===== config.mk =====
export PLATFORM = sky130hd
export DESIGN_NAME = fetch_queue
export DESIGN_NICKNAME = d
export VERILOG_FILES = /design/src/rtl/fetch_queue.sv
export SDC_FILE = /design/constraint.sdc
export NUM_CORES = 1
export LEC_CHECK = 0
export CORE_ASPECT_RATIO = 1.75
export CORE_UTILIZATION = 32
export DETAILED_ROUTE_END_ITERATION = 10
export RECOVER_POWER = 50
export SETUP_SLACK_MARGIN = 0.3
export SLEW_MARGIN = 20
export SYNTH_ARGS = -nofsm -noshare
export SYNTH_HDL_FRONTEND = slang
export SYNTH_SLANG_ARGS = --single-unit

===== constraint.sdc =====
create_clock -name clk1 -period 4.4 [get_ports clk1]
set_clock_uncertainty 0.15 [all_clocks]
set_input_delay 0.44 -clock clk1 [delete_from_list [all_inputs] [get_ports clk1]]
set_output_delay 0.44 -clock clk1 [all_outputs]
set_load 0.05 [all_outputs]

===== src/rtl/fetch_queue.sv =====
// Instruction prefetch queue: issues sequential word fetches with credit-based
// flow control, buffers responses in a small FIFO, and flushes on taken-branch redirects.
module fetch_queue #(
  parameter int DEPTH = 4,
  parameter int AW    = 10
) (
  input  logic                     clk1,
  input  logic                     rst_n,
  output logic                     imem_req,
  output logic [AW-1:0]            imem_addr,
  input  logic [31:0]              imem_rdata,
  input  logic                     redirect_valid,
  input  logic [AW-1:0]            redirect_pc,
  input  logic                     halt,
  output logic                     out_valid,
  input  logic                     out_ready,
  output logic [31:0]              out_ir,
  output logic [31:0]              out_npc,
  output logic [$clog2(DEPTH):0]   count
);

  localparam int PW = $clog2(DEPTH);
  localparam int CW = PW + 1;
  localparam int SW = PW + 2;

  logic [AW-1:0] pc_q;
  logic          halted_q;
  logic          rsp_vld_p1;
  logic [AW-1:0] rsp_npc_p1;

  logic [31:0]   ir_mem  [DEPTH];
  logic [AW-1:0] npc_mem [DEPTH];
  logic [PW-1:0] head_q;
  logic [PW-1:0] tail_q;
  logic [CW-1:0] count_q;

  logic empty;
  logic credit_ok;
  logic push;
  logic pop;

  // ---- stage p0: request issue (credit counts queued entries plus the response in flight)
  always_comb begin
    empty     = (count_q == '0);
    credit_ok = ({1'b0, count_q} + SW'(rsp_vld_p1)) < SW'(DEPTH);
    imem_req  = rst_n && !halt && !redirect_valid && !halted_q && credit_ok;
    imem_addr = pc_q;
  end

  // ---- stage p1: response capture; a redirect kills the arriving response and any pop
  always_comb begin
    push = rst_n && rsp_vld_p1 && !redirect_valid;
    pop  = rst_n && !redirect_valid && !empty && out_ready;
  end

  always_ff @(posedge clk1) begin
    if (!rst_n) begin
      pc_q       <= '0;
      halted_q   <= 1'b0;
      rsp_vld_p1 <= 1'b0;
      head_q     <= '0;
      tail_q     <= '0;
      count_q    <= '0;
    end else begin
      if (halt) begin
        halted_q <= 1'b1;
      end
      rsp_vld_p1 <= imem_req;

      if (redirect_valid) begin
        pc_q <= redirect_pc;
      end else if (imem_req) begin
        pc_q <= pc_q + 1'b1;
      end

      if (redirect_valid) begin
        head_q  <= '0;
        tail_q  <= '0;
        count_q <= '0;
      end else begin
        if (push) begin
          tail_q <= tail_q + 1'b1;
        end
        if (pop) begin
          head_q <= head_q + 1'b1;
        end
        case ({push, pop})
          2'b10:   count_q <= count_q + 1'b1;
          2'b01:   count_q <= count_q - 1'b1;
          default: count_q <= count_q;
        endcase
      end
    end
  end

  // Payload storage carries no reset; validity is tracked entirely by the control state.
  always_ff @(posedge clk1) begin
    if (imem_req) begin
      rsp_npc_p1 <= imem_addr + 1'b1;
    end
    if (push) begin
      ir_mem[tail_q]  <= imem_rdata;
      npc_mem[tail_q] <= rsp_npc_p1;
    end
  end

  // ---- stage p2: head presentation to decode
  always_comb begin
    out_valid = rst_n && !empty;
    count     = rst_n ? count_q : '0;
    out_ir    = out_valid ? ir_mem[head_q] : 32'd0;
    out_npc   = out_valid ? 32'(npc_mem[head_q]) : 32'd0;
  end

endmodule

# Yosys cells after proc, flatten, opt, wreduce, memory -nomap -nowiden
# Memory sizes are Yosys's and may differ from the RTL's. A register that Yosys moved wholly into a read port is not among the register bits.
# Index checks and enable logic that the tools add are counted.
[word_totals] in_bits=47 n_memories=2 output_inout_bits=79 regBits=29 ram_bits=168 word_cells=49
[mem_list] memory="ir_mem" words=4 width=32 read_ports=1 rd_clocked_by_memory_dff=1 write_ports=1 line="31" source="logic [31:0] ir_mem [DEPTH];"
[mem_list] memory="npc_mem" words=4 width=10 read_ports=1 rd_clocked_by_memory_dff=1 write_ports=1 line="32" source="logic [AW-1:0] npc_mem [DEPTH];"
[op_classes] reduce_logical=18 addsub=6 eq_ne=2 n_mux=12 n_bitwise=1 magnitude_cmp=1
[ops] op="2-to-1 mux 32 bit" count=1
[ops] op="2-to-1 mux 10 bit" count=3
[ops] op="adder 10 x 1 -> 10 bit, second input constant" count=1
[ops] op="logical AND 1 bit" count=10
[ops] op="2-to-1 mux 2 bit" count=4
[ops] op="one-hot mux 3 bit (2 select lines)" count=1
[ops] op="adder 2 x 1 -> 2 bit, second input constant" count=2
[ops] op="adder 3 x 1 -> 4 bit" count=1
[ops] op="logical NOT 1 bit" count=4
[ops] op="less-than comparator 4 x 3 -> 1 bit, second input constant" count=1
[ops] op="nonzero test 2 bit" count=2
[ops] op="adder 3 x 1 -> 3 bit, second input constant" count=1
[ops] op="logical NOT 3 bit" count=1
[ops] op="2-to-1 mux 3 bit" count=1
[ops] op="subtractor 3 x 1 -> 3 bit, second input constant" count=1
[ops] op="== test 2 x 1 -> 1 bit, second input constant" count=1
[ops] op="== test 2 bit, second input constant" count=1
[ops] op="2-to-1 mux 1 bit" count=2
[ops] op="OR reduction 2 bit" count=1
[ops] op="inverter 1 bit" count=1

# Logic depth before layout (Yosys ltp)
[depth] ltp_word=7 ltp_mapped=9 ltp_nobuf=8

# Least setup slack after synthesis
# OpenSTA, ideal clock, no wires.
[synth_timing] path_kind="in2out" from="input port redirect_valid" to="output port imem_req" required_ps=3810 setup_slack_ps=1766 path_buffers=1 path_stages=4 arrival_ps=2044 path_cell_list="inv_1 > clkbuf_1 > nand2_1 > nor2_1"
[synth_via] elab_chain_cells=4
[synth_lines] element="start: declaration" line="12" source="input logic redirect_valid,"
[synth_lines] element="logical NOT 1 bit" line="46" source="imem_req = rst_n && !halt && !redirect_valid && !halted_q && credit_ok;"
[synth_lines] element="logical AND 1 bit (3 in series)" line="46"
[synth_lines] element="end: declaration" line="9" source="output logic imem_req,"
# Every way passes these cells.

# Worst setup path after layout
[layout_timing] from="register count_q[0]" to="output port out_ir[27]"
[layout_via] elab_chain_cells=4
[layout_lines] element="start: declaration" line="35" source="logic [CW-1:0] count_q;"
[layout_lines] element="start signal: assignment" line="88" source="2'b10: count_q <= count_q + 1'b1;"
[layout_lines] element="start signal: assignment" line="89" source="2'b01: count_q <= count_q - 1'b1;"
[layout_lines] element="start signal: assignment" line="90" source="default: count_q <= count_q;"
[layout_lines] element="logical NOT 3 bit" line="44" source="empty = (count_q == '0);"
[layout_lines] element="logical NOT 1 bit" line="109" source="out_valid = rst_n && !empty;"
[layout_lines] element="logical AND 1 bit" line="109"
[layout_lines] element="2-to-1 mux 32 bit" line="111" source="out_ir = out_valid ? ir_mem[head_q] : 32'd0;"
[layout_lines] element="end: declaration" line="17" source="output logic [31:0] out_ir,"
# Every way passes these cells.

==> metrics.csv <==
metric,value,unit
io_pins,126,
intPower,0.002956,W
timing.fmax,273.3,MHz
rsz0062_at_grt,false,
post_cts_buffers,0,
drive_above_1_share,15.11,%
critical_path.max_fanout,28,
grt_max_degree,43,
drt-total-wl,16040,µm
required,3.81,ns
power_density,381.7,nW/µm²
grtUsageTotal,13.35,%
power_frac_comb,4.9,%
cts_tree,yes,
crit_path_end,out_ir[27],
critPathSlowestCell,or3_1,
cts.clk_slew.worst_paths,0.07,ns
cp.arrival,3.07,ns
nets,597,
dieHeight,210.9,µm
ir_worst_vdd,0.0001793,V
cp.buffers_inverters,2,
clock_path_buffers,2,
crit_start,count_q[0]$_SDFFE_PP0P_,
cp.depth,4,
yosysWarnings,0,
finalSetupTns,0,ns
design.die.area,25590,µm²
min_path_type,flip-flop to flip-flop,
period_share,83.15,%
clkPwrFrac,39.6,%
synth_area_per_cell,18.01,µm²
ys_ff_latch,199,
drc,0,
reg2reg_slack,1.30,ns
dp.cells,836,
core_area,24530,µm²
h-tree-depth,4,
seq_area_frac_synth,72.27,%
wl_per_cell,18.47,µm
antenna-diode-count,0,
numPortBuffers,103,
p_leak,3.276,nW
dpl_cell_area,9261,µm²
maxSlewHeadroom,20.97,%
end_kind,output pin,
start_util,32.52,%
antenna_found_initial,0,
area_growth,23.13,%
clk_latency,0.43,ns
fin_area,9823,µm²
setup-violations-final,0,
period_minus_slack,3.659,ns
dp_hpwl,10030,µm
hold_viol_final,0,
cts.hold.buffers_added,0,
outcome,finished clean,
r2r-end,count_q[2]$_SDFFE_PP0P_,
critPathLaunchType,flip-flop,
dr.pass1.iters,4,
grt_pass1_vias,4416,
r2r_cells,8,
die_w,121.4,µm
cts.sinks,199,
cts_buffers,17,
avgViaCountPerCell,4.737,
vias,4112,
path_cells,or3_1 -> buf_4 -> and3_1 -> clkdlybuf4s50_1,
clock-root-buffer,clkbuf_16,
row_count,76,
p_seq_share,55.5,%
synthesis.instances,443,
fill_cells,2252,
grt_overflow_total,0,
drv_slew,0,
swShare,21.17,%
cpPeakStageDelay,0.83,ns
cts_resized,0,
r2r_start,count_q[0]$_SDFFE_PP0P_,
drt-initial-drc-count,192,
p_sw,0.0007938,W
grt_pass1_wl,24670,µm
drtAntennaViolNets,0,
worst_pin_slew,1.185,ns
maxCapViolations,0,
synth_area,7978,µm²
critPathKind,flip-flop to output pin,
ys_types,30,
cp_top_family,buffers and inverters,
fin_cells,868,
gp_congestion,0.7170,
==> registers in the layout, summed over array words and instances, names as in the netlist, named ones only <==
signal	cells
rsp_npc_p1	10
imem_addr	10
tail_q	2
head_q	2
npc_mem	40
ir_mem	128
halted_q	1
rsp_vld_p1	1
count_q	3
==> cells by family (layout without fill, tap and decap cells) <==
logic type / Yosys count / after routing / synth area share [%]
flops: 199 / 199 / 72.27
simple gates: 91 / 91 / 6.744
buf+inv: 55 / 147 / 3.717
mux: 44 / 44 / 12.11
compound gates: 25 / 25 / 1.616
xor+xnor: 21 / 21 / 2.306
fa+ha+maj: 7 / 7 / 1.192
other cells: 1 / 22 / 0.04701
==> cell usage after synthesis, drive strengths merged <==
library cell,n,area share (%)
a21oi,11,0.69
o21ai,12,0.75
fa,1,0.25
nor2,12,0.56
nor2b,1,0.078
nand2,7,0.33
nor4,2,0.16
o21a,1,0.094
dfxtp,21,5.3
xnor2,12,1.3
and2,3,0.24
clkbuf,19,0.89
or3,4,0.31
inv,8,0.38
conb,1,0.047
nor3,3,0.19
nand4,5,0.58
buf,28,2.4
and3,49,3.8
a31oi,1,0.078
xor2,9,0.99
ha,6,0.94
mux2i,2,0.25
edfxtp,178,67
and4,1,0.14
mux4,42,12
nand3,4,0.31
==> stage by stage <==
stage               power (W)  hold WS, ns  setup slack [ns]  util, %
global route         0.003864       0.3677            0.5803    40.04
CTS                  0.003795       0.3430            0.6739    40.11
global placement     0.002308       0.3160            0.9606    37.69
finish               0.003749       0.3414            0.7415    40.04
floorplan            0.002242       0.3070             1.766        -
detailed placement   0.002313       0.3285            0.8902    37.75
==> final cells by class <==
| type | instances | area, µm² | share of cell area [%] |
|---|---|---|---|
| repair buffers | 107 | 1055 | 10.74 |
| flip-flops and latches | 199 | 5771 | 58.74 |
| clock buffers | 24 | 516.7 | 5.260 |
| clock inverters | 8 | 61.31 | 0.6241 |
| inverters | 8 | 30.03 | 0.3057 |
| multi-input cells | 210 | 1999 | 20.35 |
| well taps | 312 | 390.4 | 3.974 |
==> how the worst min path moves through the flow <==
stage | startpoint | to | slack, ns | cells past startpoint
floorplan | halted_q$_SDFFE_PN0P_ | halted_q$_SDFFE_PN0P_ | 0.31 | 1
global placement | halted_q$_SDFFE_PN0P_ | halted_q$_SDFFE_PN0P_ | 0.32 | 1
detailed placement | halted_q$_SDFFE_PN0P_ | halted_q$_SDFFE_PN0P_ | 0.33 | 1
CTS | halted_q$_SDFFE_PN0P_ | halted_q$_SDFFE_PN0P_ | 0.34 | 1
global route | rsp_npc_p1[4]$_DFFE_PP_ | npc_mem[1][4]$_DFFE_PP_ | 0.37 | 0
finish | halted_q$_SDFFE_PN0P_ | halted_q$_SDFFE_PN0P_ | 0.34 | 1
==> routing by layer <==
metal | vias to the layer above | part of all wire [%] | GRT usage (%) | wire, µm
met5 | - | 0 | 0 | 0
met2 | 87 | 57 | 24.35 | 9079
met1 | 2116 | 39 | 14.50 | 6188
li1 | 1891 | - | - | -
met3 | 18 | 3.0 | 2.997 | 475
met4 | 0 | 1.8 | 5.875 | 292
==> power by group through the flow <==
stage,clock network [W],registers (W),logic [W]
3_5_place_dp,0,0.00212,0.000190
6_report,0.00149,0.00208,0.000182
4_1_cts,0.00152,0.00208,0.000190
3_3_place_gp,0,0.00212,0.000186
5_1_grt,0.00159,0.00208,0.000195
2_1_floorplan,0,0.00214,0.0000998
==> layout by cell type (no fill, tap or decap), drive strengths merged <==
| master | n |
|---|---|
| nor3 | 3 |
| ha | 6 |
| mux2i | 2 |
| nor2b | 1 |
| a31oi | 1 |
| o21ai | 12 |
| and2 | 3 |
| nor4 | 2 |
| xnor2 | 12 |
| or3 | 4 |
| inv | 10 |
| nand3 | 4 |
| a21oi | 11 |
| dlygate4sd3 | 33 |
| nand2 | 7 |
| dfxtp | 21 |
| clkbuf | 25 |
| and4 | 1 |
| o21a | 1 |
| edfxtp | 178 |
| clkdlybuf4s50 | 69 |
| fa | 1 |
| conb | 22 |
| mux4 | 42 |
| xor2 | 9 |
| and3 | 49 |
| buf | 4 |
| nand4 | 5 |
| clkinv | 6 |
| nor2 | 12 |
Power figures use the tool's default switching activity.
